### config.mk
export PLATFORM = sky130hd
export DESIGN_NAME = alu_result_accumulator
export DESIGN_NICKNAME = d
export VERILOG_FILES = /design/src/rtl/alu_pkg.sv /design/src/rtl/sat_detect_add.sv /design/src/rtl/alu_result_accumulator.sv
export SDC_FILE = /design/constraint.sdc
export NUM_CORES = 1
export LEC_CHECK = 0
export ABC_AREA = 1
export CAP_MARGIN = 10
export CORE_MARGIN = 2
export CORE_UTILIZATION = 50
export CTS_CLUSTER_SIZE = 8
export DETAILED_ROUTE_END_ITERATION = 6
export GPL_TIMING_DRIVEN = 1
export PLACE_DENSITY = 0.87
export SYNTH_ARGS = -nofsm -noshare
export SYNTH_HDL_FRONTEND = slang
export SYNTH_SLANG_ARGS = --single-unit
### constraint.sdc
create_clock -name clk -period 2.5 [get_ports clk]
set_input_delay 0.375 -clock clk [delete_from_list [all_inputs] [get_ports clk]]
set_output_delay 0.375 -clock clk [all_outputs]
set_load 0.03 [all_outputs]
### src/rtl/alu_pkg.sv
// Definitions shared between the add/subtract unit and its result accumulator.
package alu_pkg;

    localparam int RESULT_W = 8;

    typedef enum logic {
        ACCUM = 1'b0,
        DONE  = 1'b1
    } acc_state_t;

endpackage

### src/rtl/sat_detect_add.sv
// Combinational signed adder that also reports two's-complement overflow.
module sat_detect_add #(
    parameter int W = 12
) (
    input  logic [W-1:0] a,
    input  logic [W-1:0] b,
    output logic [W-1:0] sum,
    output logic         overflow
);

    // Overflow: both operands share a sign and the wrapped sum does not.
    always_comb begin
        sum      = a + b;
        overflow = (a[W-1] == b[W-1]) && (sum[W-1] != a[W-1]);
    end

endmodule

### src/rtl/alu_result_accumulator.sv
// Sums batches of signed add/subtract results and hands each batch sum,
// its sample count and a sticky overflow flag to a downstream consumer.
module alu_result_accumulator
    import alu_pkg::*;
#(
    parameter  int BATCH_LEN = 4,
    parameter  int ACC_W     = 12,
    localparam int CNT_W     = $clog2(BATCH_LEN + 1)
) (
    input  logic                clk,
    input  logic                rst,
    input  logic                in_valid,
    output logic                in_ready,
    input  logic [RESULT_W-1:0] in_result,
    input  logic                flush,
    output logic                out_valid,
    input  logic                out_ready,
    output logic [ACC_W-1:0]    out_sum,
    output logic [CNT_W-1:0]    out_count,
    output logic                out_overflow
);

    localparam logic [CNT_W-1:0] BATCH_CNT = CNT_W'(BATCH_LEN);

    acc_state_t       state_r;
    acc_state_t       next_state_s;
    logic [ACC_W-1:0] acc_r;
    logic [ACC_W-1:0] next_acc_s;
    logic [CNT_W-1:0] count_r;
    logic [CNT_W-1:0] next_count_s;
    logic             ovf_r;
    logic             next_ovf_s;
    logic             in_ready_r;
    logic             out_valid_r;

    logic [ACC_W-1:0] ext_s;
    logic [ACC_W-1:0] add_sum_s;
    logic             add_ovf_s;
    logic             accept_s;
    logic [CNT_W-1:0] count_inc_s;

    assign ext_s       = ACC_W'($signed(in_result));
    assign accept_s    = in_valid && in_ready_r;
    assign count_inc_s = count_r + {{(CNT_W-1){1'b0}}, 1'b1};

    sat_detect_add #(
        .W (ACC_W)
    ) u_add (
        .a        (acc_r),
        .b        (ext_s),
        .sum      (add_sum_s),
        .overflow (add_ovf_s)
    );

    // Next-state and datapath update; an accept is applied before any close.
    always_comb begin
        next_state_s = state_r;
        next_acc_s   = acc_r;
        next_count_s = count_r;
        next_ovf_s   = ovf_r;
        case (state_r)
            ACCUM: begin
                if (accept_s) begin
                    next_acc_s   = add_sum_s;
                    next_count_s = count_inc_s;
                    next_ovf_s   = ovf_r | add_ovf_s;
                end else begin
                    next_acc_s   = acc_r;
                    next_count_s = count_r;
                    next_ovf_s   = ovf_r;
                end
                if ((accept_s && (count_inc_s == BATCH_CNT)) ||
                    (flush && (accept_s || (count_r != {CNT_W{1'b0}})))) begin
                    next_state_s = DONE;
                end else begin
                    next_state_s = ACCUM;
                end
            end
            DONE: begin
                if (out_ready) begin
                    next_state_s = ACCUM;
                    next_acc_s   = {ACC_W{1'b0}};
                    next_count_s = {CNT_W{1'b0}};
                    next_ovf_s   = 1'b0;
                end else begin
                    next_state_s = DONE;
                end
            end
            default: begin
                next_state_s = ACCUM;
                next_acc_s   = {ACC_W{1'b0}};
                next_count_s = {CNT_W{1'b0}};
                next_ovf_s   = 1'b0;
            end
        endcase
    end

    // State, datapath and handshake flops; handshakes are decoded from next state.
    always_ff @(posedge clk or posedge rst) begin
        if (rst) begin
            state_r     <= ACCUM;
            acc_r       <= {ACC_W{1'b0}};
            count_r     <= {CNT_W{1'b0}};
            ovf_r       <= 1'b0;
            in_ready_r  <= 1'b1;
            out_valid_r <= 1'b0;
        end else begin
            state_r     <= next_state_s;
            acc_r       <= next_acc_s;
            count_r     <= next_count_s;
            ovf_r       <= next_ovf_s;
            in_ready_r  <= (next_state_s == ACCUM);
            out_valid_r <= (next_state_s == DONE);
        end
    end

    assign in_ready     = in_ready_r;
    assign out_valid    = out_valid_r;
    assign out_sum      = acc_r;
    assign out_count    = count_r;
    assign out_overflow = ovf_r;

endmodule
# --- After elaboration in Yosys (flattened, before gate mapping) ---
# Index checks and enable logic that the tools add are counted.
op_classes:
  add_sub_neg: 2
  eq_ne: 5
  n_mux: 12
  bitwise: 3
  reduce_logical: 8
op_table:
  columns: ["operator", "count"]
  rows:
  - ["$mux W12", 2]
  - ["$pmux W12 S2", 1]
  - ["$add A12 B12 Y12", 1]
  - ["$mux W3", 2]
  - ["$pmux W3 S2", 1]
  - ["$logic_and A1 B1 Y1", 4]
  - ["$mux W1", 4]
  - ["$ne A2 B2 Y1 const B", 2]
  - ["$pmux W1 S2", 2]
  - ["$add A3 B1 Y3 const B", 1]
  - ["$eq A3 B3 Y1 const B", 1]
  - ["$reduce_bool A3 Y1", 1]
  - ["$logic_or A1 B1 Y1", 2]
  - ["$not A1 Y1", 2]
  - ["$reduce_and A2 Y1", 1]
  - ["$eq A1 B1 Y1", 1]
  - ["$ne A1 B1 Y1", 1]
  - ["$or A1 B1 Y1", 1]
totals:
  reg_bits: 18
  in_bits: 13
  word_cells: 35

# --- Longest topological paths before layout ---
# Gate-level depths: netlist of the first run.
depth:
  ltp_word: 7
  ltp_mapped: 11

# --- Hierarchy ---
# Synthesis of the first run repeated with hierarchy kept, for this count alone.
unflattened:
  cells_unflattened: 213
  area_unflattened_um2: 1502.7
modules_own_cells:
  columns: ["module", "n_inst", "cells_per_inst", "area_per_inst_um2", "seq_area_each_um2"]
  rows:
  - ["alu_result_accumulator", 1, 88, 828.3, 451.7]
  - ["sat_detect_add", 1, 125, 674.4, 0.0]

# --- Worst setup path before layout of the first run ---
# No wires, ideal clock.
synth_timing:
  path_type: "register to register"
  start: "register acc_r[0], in the netlist out_sum[0]"
  end: "register acc_r[8], in the netlist out_sum[8]"
  t_arrival_ns: 1.657
  t_required_ns: 2.424
  slack_ns: 0.767
  stages_incl_launch_ff: 10
  n_path_buf: 0
  path_cell_list: "dfrtp_1 -> ha_1 -> fa_1 -> nand3_1 -> nand2_1 -> nand4_1 -> nand2_1 -> nand2_1 -> nand2_1 -> o21ai_1"
synth_via:
  elab_chain_len: 3
synth_lines:
  columns: ["element", "line", "rtl"]
  rows:
  - ["start, declared", "alu_result_accumulator.sv:27", "logic [ACC_W-1:0] acc_r;"]
  - ["start signal, assigned", "alu_result_accumulator.sv:102", "acc_r <= {ACC_W{1'b0}};"]
  - ["start signal, assigned", "alu_result_accumulator.sv:109", "acc_r <= next_acc_s;"]
  - ["$add A12 B12 Y12", "sat_detect_add.sv:13", "sum = a + b;"]
  - ["$mux W12", "alu_result_accumulator.sv:63", "if (accept_s) begin"]
  - ["$pmux W12 S2", "alu_result_accumulator.sv:61", "case (state_r)"]
# Every way passes these cells. The select of a mux whose other input is x is not followed.
# A chain may end at the register's enable or synchronous reset.

# --- Final worst setup path of the first run ---
layout_timing:
  start: "input in_result[7]"
  end: "register ovf_r, in the netlist out_overflow"
layout_via:
  elab_chain_len: 6
  word_cells_on_any_way: 7
layout_lines:
  columns: ["element", "line", "rtl"]
  rows:
  - ["start, declared", "alu_result_accumulator.sv:14", "input logic [RESULT_W-1:0] in_result,"]
  - ["$add A12 B12 Y12", "sat_detect_add.sv:13", null]
  - ["$ne A1 B1 Y1", "sat_detect_add.sv:14", "overflow = (a[W-1] == b[W-1]) && (sum[W-1] != a[W-1]);"]
  - ["$logic_and A1 B1 Y1 *", "sat_detect_add.sv:14", null]
  - ["$or A1 B1 Y1 *", "alu_result_accumulator.sv:66", "next_ovf_s = ovf_r | add_ovf_s;"]
  - ["$mux W1 *", "alu_result_accumulator.sv:63", null]
  - ["$pmux W1 S2 *", "alu_result_accumulator.sv:61", null]
  - ["end signal, assigned", "alu_result_accumulator.sv:111", "ovf_r <= next_ovf_s;"]
  - ["end, declared", "alu_result_accumulator.sv:31", "logic ovf_r;"]
# Mark *: on every way between the ends. The rest lies on a longest branch, timed or not. The select of a mux whose other input is x is not followed.

==> results of run 1 <==
## routing by layer
metal	track usage	wire length [um]
met1	0.278	1420
met5	0	0
met2	0.350	1410
met4	0.0816	69
met3	0.0372	161
## synth_stat cells (all sizes together) (2+ instances only)
cell     n
a22o     2
nand3   12
o21bai   2
a21oi   10
nand2   63
buf      2
o21ai   14
nand4    4
dfrtp   17
ha      14
nor2    17
inv     23
## flip-flops by register name, summed over array words and instances (netlist names)
| signal | count |
|---|---|
| in_ready | 1 |
| out_valid | 1 |
| out_count | 3 |
| out_overflow | 1 |
| out_sum | 12 |
## placed cells by master (no fill, tap or decap), types with 2 or more instances in the layout
cell,instances
nor2_1,15
inv_2,3
nand2_2,5
o21ai_0,4
nand3_2,3
a22o_1,2
dfrtp_1,17
ha_1,14
o21ai_1,9
clkdlybuf4s50_1,30
nand2_1,58
nand4_1,4
inv_1,20
nand3_1,9
a21oi_1,9
clkbuf_4,3
## area by class of cell
class                      count  share of cell area
clock buffer                   4              0.0210
inverter                      23              0.0501
timing repair buffer          31               0.179
multi-input combinational    142               0.467
tap                           30              0.0218
sequential                    18               0.262
## critical path, delay by kind of cell
family,cells,cell delay (ns)
buf+inv,2,0.59
simple gates,6,0.51
fa+ha+maj,1,0.40
compound gates,1,0.23
## metrics by stage
stage / setup slack, ns / area (um^2) / power (uW) / cells
finish: 0.608 / 1720 / 1770 / 248
global route: 0.433 / 1720 / 1920 / 248
CTS: 0.611 / 1720 / 1780 / 248
detailed placement: 0.295 / 1690 / 1580 / 244
global placement: 0.330 / 1690 / 1560 / 244
floorplan: 0.767 / 1360 / 1250 / 185
## how the worst max path moves through the flow
stage / endpoint / slack (ns) / cells past startpoint
floorplan: out_sum[8] / 0.77 / 9
global placement: out_overflow / 0.33 / 10
detailed placement: out_overflow / 0.29 / 10
CTS: in_ready / 0.61 / 1
global route: out_overflow / 0.43 / 10
finish: out_overflow / 0.61 / 10
## kinds of logic (layout without fill, tap and decap cells)
family	after synthesis	count (layout)	synth area share
flops	18	18	0.332
simple gates	96	96	0.311
fa+ha+maj	15	15	0.143
buf+inv	25	58	0.0772
compound gates	30	30	0.131
xor+xnor	1	1	0.00643
## power groups by stage
stage          clock network, uW  registers, uW  logic [uW]
6_report                     190            479        1100
5_1_grt                      210            494        1220
4_1_cts                      194            480        1100
3_5_place_dp                   0            485        1090
3_3_place_gp                   0            481        1080
2_1_floorplan                  0            662         585
==> impl_metrics.py, run 1 <==
metrics = {
    "clock_network": {
        "cts_max_path_buffers": 2,
        "numCtsBuffers": 3,
        "cts.reportedPaths.clkPinSlew_ns": 0.12,
        "clockRootBuffer": "clkbuf_4",
        "ctsResizeCount": 0,
        "clk_latency_ns": 0.30,
        "htreeDepth": 1,
        "post_cts_buffers": 0,
        "cts_hold_buf": 0,
        "clkSinkCount": 18,
        "cts_tree": "done",
    },
    "grt": {
        "grt-ovfl-total": 0,
        "grt_pass1_wl_um": 5380,
        "antenna_found_initial": 0,
        "grtUsageTotal": 0.213,
        "grt_max_degree": 19,
        "grt_pass1_vias": 1247,
    },
    "timing": {
        "rsz0062_at_grt": "no",
        "skew_ns": 0.00564,
        "fin_tns_setup_ns": 0,
        "slew_headroom": 0.515,
        "slew_viol_final": 0,
        "worstMarginPinSlew_ns": 0.726,
        "fmax_ghz": 0.529,
        "holdWs_ns": 0.478,
        "fin_crit_ns": 1.89,
        "period_share": 0.757,
        "finalHoldViolations": 0,
        "setup_viol": 0,
    },
    "yosys": {
        "syn_nets": 213,
        "synth.distinct_cells": 27,
        "syn_area_um2": 1360,
        "synth.avg_cell_area_um2": 7.36,
        "synth_seq_cells": 18,
        "synth_area_leader_cell": "dfrtp_1",
        "async_flop_share": 1.00,
        "ys.flop_type": "dfrtp_1",
        "synth.area.top_cells": "dfrtp_1, nand2_1, ha_1, inv_1, nor2_1",
        "synth_top_area_frac": 0.313,
        "synth_edf_count": 0,
        "syn_inst": 185,
        "ys_seq_area_frac": 0.332,
        "ys_warn_count": 0,
    },
    "die": {
        "ioPinCount": 31,
        "die_h_um": 56.2,
        "die_w_um": 56.2,
        "die-area_um2": 3160,
        "core_area_um2": 2520,
        "num_rows": 18,
        "initial_core_util": 0.540,
    },
    "routing": {
        "finalWirelength_um": 3060,
        "dr.first_iter.drc_count": 24,
        "drc": 0,
        "wl_per_cell_um": 12.3,
        "num_vias": 1301,
        "avgViaCountPerCell": 5.25,
        "ant_nets": 0,
        "first_pass_iters": 4,
    },
    "pwr": {
        "netSwitchingFraction": 0.485,
        "combPwrFrac": 0.621,
        "leakage_uw": 0.000893,
        "ir_worst_vdd_mv": 0.749,
        "p_clk_frac": 0.108,
        "p_per_area_nw_per_um2": 1030,
        "internal_power_uw": 910,
        "p_switching_uw": 858,
        "power_frac_seq": 0.271,
    },
    "worst_setup_path": {
        "r2r_start": "out_sum[0]",
        "reg2regPathDepth": 9,
        "startpoint_type": "primary input",
        "path_max_fanout": 6,
        "cp-startpoint": "in_result[7]",
        "path_cells": "clkdlybuf4s50_1 -> ha_1 -> nand2_1 -> inv_1 -> a21oi_1 -> nand3_2 -> nand2_1 -> nand3_1 -> nand2_1 -> nand2_1",
        "crit_required_ns": 2.71,
        "crit_arrival_ns": 2.10,
        "rr_endpoint": "out_sum[8]",
        "worst_path_most_repeated_cell": "nand2_1",
        "reg2reg_slack_ns": 0.78,
        "end_kind": "flip-flop",
        "cp_slowest_cell": "clkdlybuf4s50_1",
        "slowest_delay_ns": 0.54,
        "path_class": "primary input to flip-flop",
    },
    "layout": {
        "multi_input_area_um2": 805,
        "seq_area_um2": 452,
        "antennaDiodeCount": 0,
        "final_util": 0.684,
        "layout-drive-gt1-share": 0.101,
        "fillers": 215,
        "finalNetCount": 247,
        "syn_to_final_growth_pct": 26.7,
    },
    "placed_design": {
        "gp_congestion": 0.870,
        "io_buffers": 30,
        "dp.final_hpwl_um": 2320,
    },
    "flow_run": {
        "drv_cap": 0,
    },
    "hold_path": {
        "hold_path_class": "primary input to async pin",
    },
    "run_status": {
        "status": "completed",
    },
}
No activity file was read; power rests on OpenSTA's default activity.
==> run 2: changes to the inputs <==
==> constraint.sdc (replaced) <==
create_clock -name clk -period 1.9 [get_ports clk]
set_input_delay 0.285 -clock clk [delete_from_list [all_inputs] [get_ports clk]]
set_output_delay 0.285 -clock clk [all_outputs]
set_load 0.03 [all_outputs]
==> run 2 against run 1 <==
Clock power rose by 34%. Core utilization rose by 3.3 points. Clock skew fell by 0.0042 ns. Register-to-register slack got worse by 0.56 ns. Flip-flop and latch count did not move. Design area rose by 4.8%. Critical path type is now flip-flop to primary output.
==> impl_metrics.py, run 2 (same netlist as run 1, synthesis figures left out) <==
metrics = {
    "clock_network": {
        "cts_tree": "done",
        "clockRootBuffer": "clkbuf_4",
        "cts.reportedPaths.clkPinSlew_ns": 0.11,
        "htreeDepth": 1,
        "clkSinkCount": 18,
        "cts_hold_buf": 0,
        "ctsResizeCount": 0,
        "cts_max_path_buffers": 2,
        "clk_latency_ns": 0.31,
        "post_cts_buffers": 0,
        "numCtsBuffers": 3,
    },
    "pwr": {
        "leakage_uw": 0.000947,
        "ir_worst_vdd_mv": 1.06,
        "totalPowerFinal_uw": 2400,
        "p_per_area_nw_per_um2": 1330,
    },
    "timing": {
        "skew_ns": 0.00148,
        "setup_viol": 0,
        "slew_viol_final": 0,
        "setup_ws_ns": 0.0904,
        "period_share": 0.952,
        "fin_crit_ns": 1.81,
        "slew_headroom": 0.789,
        "worstMarginPinSlew_ns": 0.316,
        "fmax_ghz": 0.553,
        "rsz0062_at_grt": "no",
        "finalHoldViolations": 0,
    },
    "routing": {
        "ant_nets": 0,
        "avgViaCountPerCell": 5.13,
        "finalWirelength_um": 3000,
        "wl_per_cell_um": 11.6,
        "num_vias": 1328,
        "first_pass_iters": 4,
        "dr.first_iter.drc_count": 25,
        "drc": 0,
    },
    "placed_design": {
        "dp_cells": 255,
        "io_buffers": 30,
        "dpl_cell_area_um2": 1770,
        "dp_slack_ns": -0.125,
        "gp_congestion": 0.896,
        "dp.final_hpwl_um": 2420,
    },
    "worst_setup_path": {
        "crit_buf_inv": 1,
        "path_cells": "clkdlybuf4s50_1",
        "startpoint_type": "flip-flop",
        "critPathTopFamily": "buffers and inverters",
        "crit_arrival_ns": 1.52,
        "cp_slowest_cell": "clkdlybuf4s50_1",
        "path_class": "flip-flop to primary output",
        "slowest_delay_ns": 0.66,
        "crit_required_ns": 1.62,
        "end_kind": "primary output",
        "path_max_fanout": 2,
    },
    "layout": {
        "layoutNonFillerInstCount": 259,
        "mostFrequentLayoutCells": "nand2_1, clkdlybuf4s50_1, inv_1, dfrtp_1, nor2_1",
        "final_common_cell": "nand2_1",
        "finalNetCount": 258,
        "largest_reg_flops": 12,
        "final_util": 0.716,
        "syn_to_final_growth_pct": 32.7,
        "finish.instance_area_um2": 1810,
        "antennaDiodeCount": 0,
        "layout-drive-gt1-share": 0.144,
    },
    "hold_path": {
        "hold_path_class": "primary input to async pin",
    },
    "die": {
        "die-area_um2": 3160,
        "die_w_um": 56.2,
        "core_area_um2": 2520,
        "initial_core_util": 0.540,
        "num_rows": 18,
        "ioPinCount": 31,
        "die_h_um": 56.2,
    },
    "run_status": {
        "status": "completed",
    },
    "flow_run": {
        "drv_cap": 0,
    },
    "grt": {
        "grt_max_degree": 19,
        "grt_pass1_vias": 1297,
        "antenna_found_initial": 0,
        "grt-ovfl-total": 0,
        "grtUsageTotal": 0.213,
        "grt_pass1_wl_um": 5420,
    },
}
[run 2: cell types whose count changed in the layout (fill, tap and decap cells not counted)]
cell / previous run / this run
buf_4: 1 / 12
[run 2: path summary, 6_finish.rpt]
kind / startpoint / endpoint / slack (ns) / cells after the start
setup / recovery: in_ready / in_ready / 0.09 / 1
hold / removal: rst / out_sum[3] / 0.28 / 3
setup reg to reg: out_sum[0] / out_sum[8] / 0.22 / 9
hold reg to reg: out_sum[5] / out_sum[5] / 0.52 / 2
max in group asynchronous: rst / in_ready / 1.36 / 3
min in group clk: out_ready / in_ready / 0.51 / 3
[run 2: routing by layer]
| metal | vias up | part of all wire | global-route usage |
|---|---|---|---|
| met3 | 3 | 0.035 | 0.0302 |
| met5 | - | 0 | 0 |
| li1 | 688 | - | - |
| met2 | 25 | 0.47 | 0.368 |
| met1 | 612 | 0.48 | 0.273 |
| met4 | 0 | 0.013 | 0.0646 |
[run 2: cell type report]
cell class              instances  area, um^2
flip-flops and latches         18         452
clock buffers                   4        36.3
multi-input cells             142         805
inverters                      23        86.3
fillers                       208         716
well taps                      30        37.5
repair buffers                 42         390
[run 2: per-stage QoR]
stage / TNS [ns] / hold slack, ns
2_1_floorplan: 0 / 0.223
3_3_place_gp: -0.412 / 0.497
3_5_place_dp: -0.526 / 0.500
4_1_cts: 0 / 0.289
5_1_grt: 0 / 0.293
6_report: 0 / 0.285
[run 2: power by group]
| group | total (uW) | switching [uW] | internal (uW) |
|---|---|---|---|
| combinational | 1520 | 900 | 624 |
| clock | 255 | 138 | 117 |
| sequential | 625 | 106 | 520 |
==> run 3: changes to the inputs <==
--- a/config.mk
+++ b/config.mk
@@ -7,12 +7,12 @@
 export LEC_CHECK = 0
 export ABC_AREA = 1
 export CAP_MARGIN = 10
-export CORE_MARGIN = 2
 export CORE_UTILIZATION = 50
 export CTS_CLUSTER_SIZE = 8
 export DETAILED_ROUTE_END_ITERATION = 6
 export GPL_TIMING_DRIVEN = 1
 export PLACE_DENSITY = 0.87
+export RECOVER_POWER = 50
 export SYNTH_ARGS = -nofsm -noshare
 export SYNTH_HDL_FRONTEND = slang
 export SYNTH_SLANG_ARGS = --single-unit
==> run 3 against run 2 <==
Clock skew grew 0.0039 ns. Worst setup slack improved by 0.014 ns. Final cell count rose by 1.2%. Combinational power rose by 3%. First-iteration DRC count grew 24%. Critical path type unchanged. Largest cell class unchanged.
==> impl_metrics.py, run 3 (same netlist as run 1, synthesis figures left out) <==
metrics = {
    "run_status": {
        "status": "completed",
    },
    "worst_setup_path": {
        "startpoint_type": "flip-flop",
        "path_max_fanout": 2,
        "cp_slowest_cell": "clkdlybuf4s50_1",
        "end_kind": "primary output",
        "crit_arrival_ns": 1.51,
        "path_cells": "clkdlybuf4s50_1",
        "crit_required_ns": 1.62,
        "slowest_delay_ns": 0.67,
        "crit_buf_inv": 1,
        "path_class": "flip-flop to primary output",
        "reg2reg_slack_ns": 0.19,
        "critPathTopFamily": "buffers and inverters",
    },
    "pwr": {
        "ir_worst_vdd_mv": 1.05,
        "p_per_area_nw_per_um2": 1330,
        "leakage_uw": 0.000957,
    },
    "timing": {
        "setup_viol": 0,
        "fin_crit_ns": 1.80,
        "setup_ws_ns": 0.105,
        "finalHoldViolations": 0,
        "slew_viol_final": 0,
        "holdWs_ns": 0.521,
        "period_share": 0.945,
        "fmax_ghz": 0.557,
        "slew_headroom": 0.333,
        "worstMarginPinSlew_ns": 1.00,
        "rsz0062_at_grt": "no",
        "skew_ns": 0.00538,
    },
    "grt": {
        "grt_pass1_vias": 1291,
        "grt-ovfl-total": 0,
        "antenna_found_initial": 0,
        "grt_pass1_wl_um": 5130,
        "grtUsageTotal": 0.240,
        "grt_max_degree": 19,
    },
    "die": {
        "die_w_um": 54.2,
        "core_area_um2": 2520,
        "num_rows": 18,
        "die-area_um2": 2940,
        "die_h_um": 54.2,
        "ioPinCount": 31,
        "initial_core_util": 0.540,
    },
    "layout": {
        "finalNetCount": 261,
        "layout-drive-gt1-share": 0.134,
        "layoutNonFillerInstCount": 262,
        "seq_area_um2": 452,
        "fillers": 212,
        "syn_to_final_growth_pct": 33.9,
        "antennaDiodeCount": 0,
        "largest_reg_flops": 12,
        "multi_input_area_um2": 802,
        "mostFrequentLayoutCells": "nand2_1, clkdlybuf4s50_1, inv_1, dfrtp_1, nor2_1",
        "final_common_cell": "nand2_1",
    },
    "clock_network": {
        "cts_max_path_buffers": 2,
        "htreeDepth": 1,
        "post_cts_buffers": 0,
        "clk_latency_ns": 0.30,
        "ctsResizeCount": 0,
        "cts.reportedPaths.clkPinSlew_ns": 0.11,
        "clkSinkCount": 18,
        "cts_tree": "done",
        "cts_hold_buf": 0,
        "numCtsBuffers": 3,
        "clockRootBuffer": "clkbuf_4",
    },
    "routing": {
        "wl_per_cell_um": 11.7,
        "ant_nets": 0,
        "avgViaCountPerCell": 5.09,
        "dr.first_iter.drc_count": 31,
        "num_vias": 1333,
        "drc": 0,
        "finalWirelength_um": 3070,
        "first_pass_iters": 4,
    },
    "placed_design": {
        "io_buffers": 30,
        "dp.final_hpwl_um": 2430,
        "gp_congestion": 0.894,
        "dp_cells": 258,
        "dp_slack_ns": -0.131,
    },
    "flow_run": {
        "drv_cap": 0,
    },
    "hold_path": {
        "hold_path_class": "flip-flop to flip-flop",
    },
}
==> run 3: where the power goes <==
part / leakage [uW] / internal, uW / switching [uW]
clock: 0.0000210 / 117 / 126
combinational: 0.000701 / 652 / 906
sequential: 0.000234 / 516 / 107
total: 0.000957 / 1290 / 1140
==> run 3: through the flow <==
step | total power [uW] | area, um^2 | util | TNS [ns]
2_1_floorplan | 1640 | 1360 | - | 0
3_3_place_gp | 2160 | 1790 | 0.711 | -0.273
3_5_place_dp | 2200 | 1790 | 0.711 | -0.456
4_1_cts | 2450 | 1830 | 0.725 | 0
5_1_grt | 2630 | 1820 | 0.723 | 0
6_report | 2420 | 1820 | 0.723 | 0
==> run 3: final timing paths <==
| check | endpoint | cells after the start | start |
|---|---|---|---|
| max | in_ready | 1 | in_ready |
| min | out_sum[4] | 2 | out_sum[4] |
| max reg2reg | out_sum[8] | 9 | out_sum[0] |
| min reg2reg | out_sum[4] | 2 | out_sum[4] |
| max in group asynchronous | out_overflow | 3 | rst |
| min in group asynchronous | out_sum[4] | 3 | rst |
==> run 3: cell type report <==
type | instances | area share
Sequential cell | 18 | 0.248
Tap cell | 30 | 0.0206
Multi-Input combinational cell | 142 | 0.440
Inverter | 23 | 0.0474
Timing Repair Buffer | 45 | 0.224
Clock buffer | 4 | 0.0199
==> run 3: layer usage <==
layer  track usage  wire [um]
met5             0          0
met4        0.0470          8
met3        0.0650        141
met2         0.441       1530
met1         0.275       1390
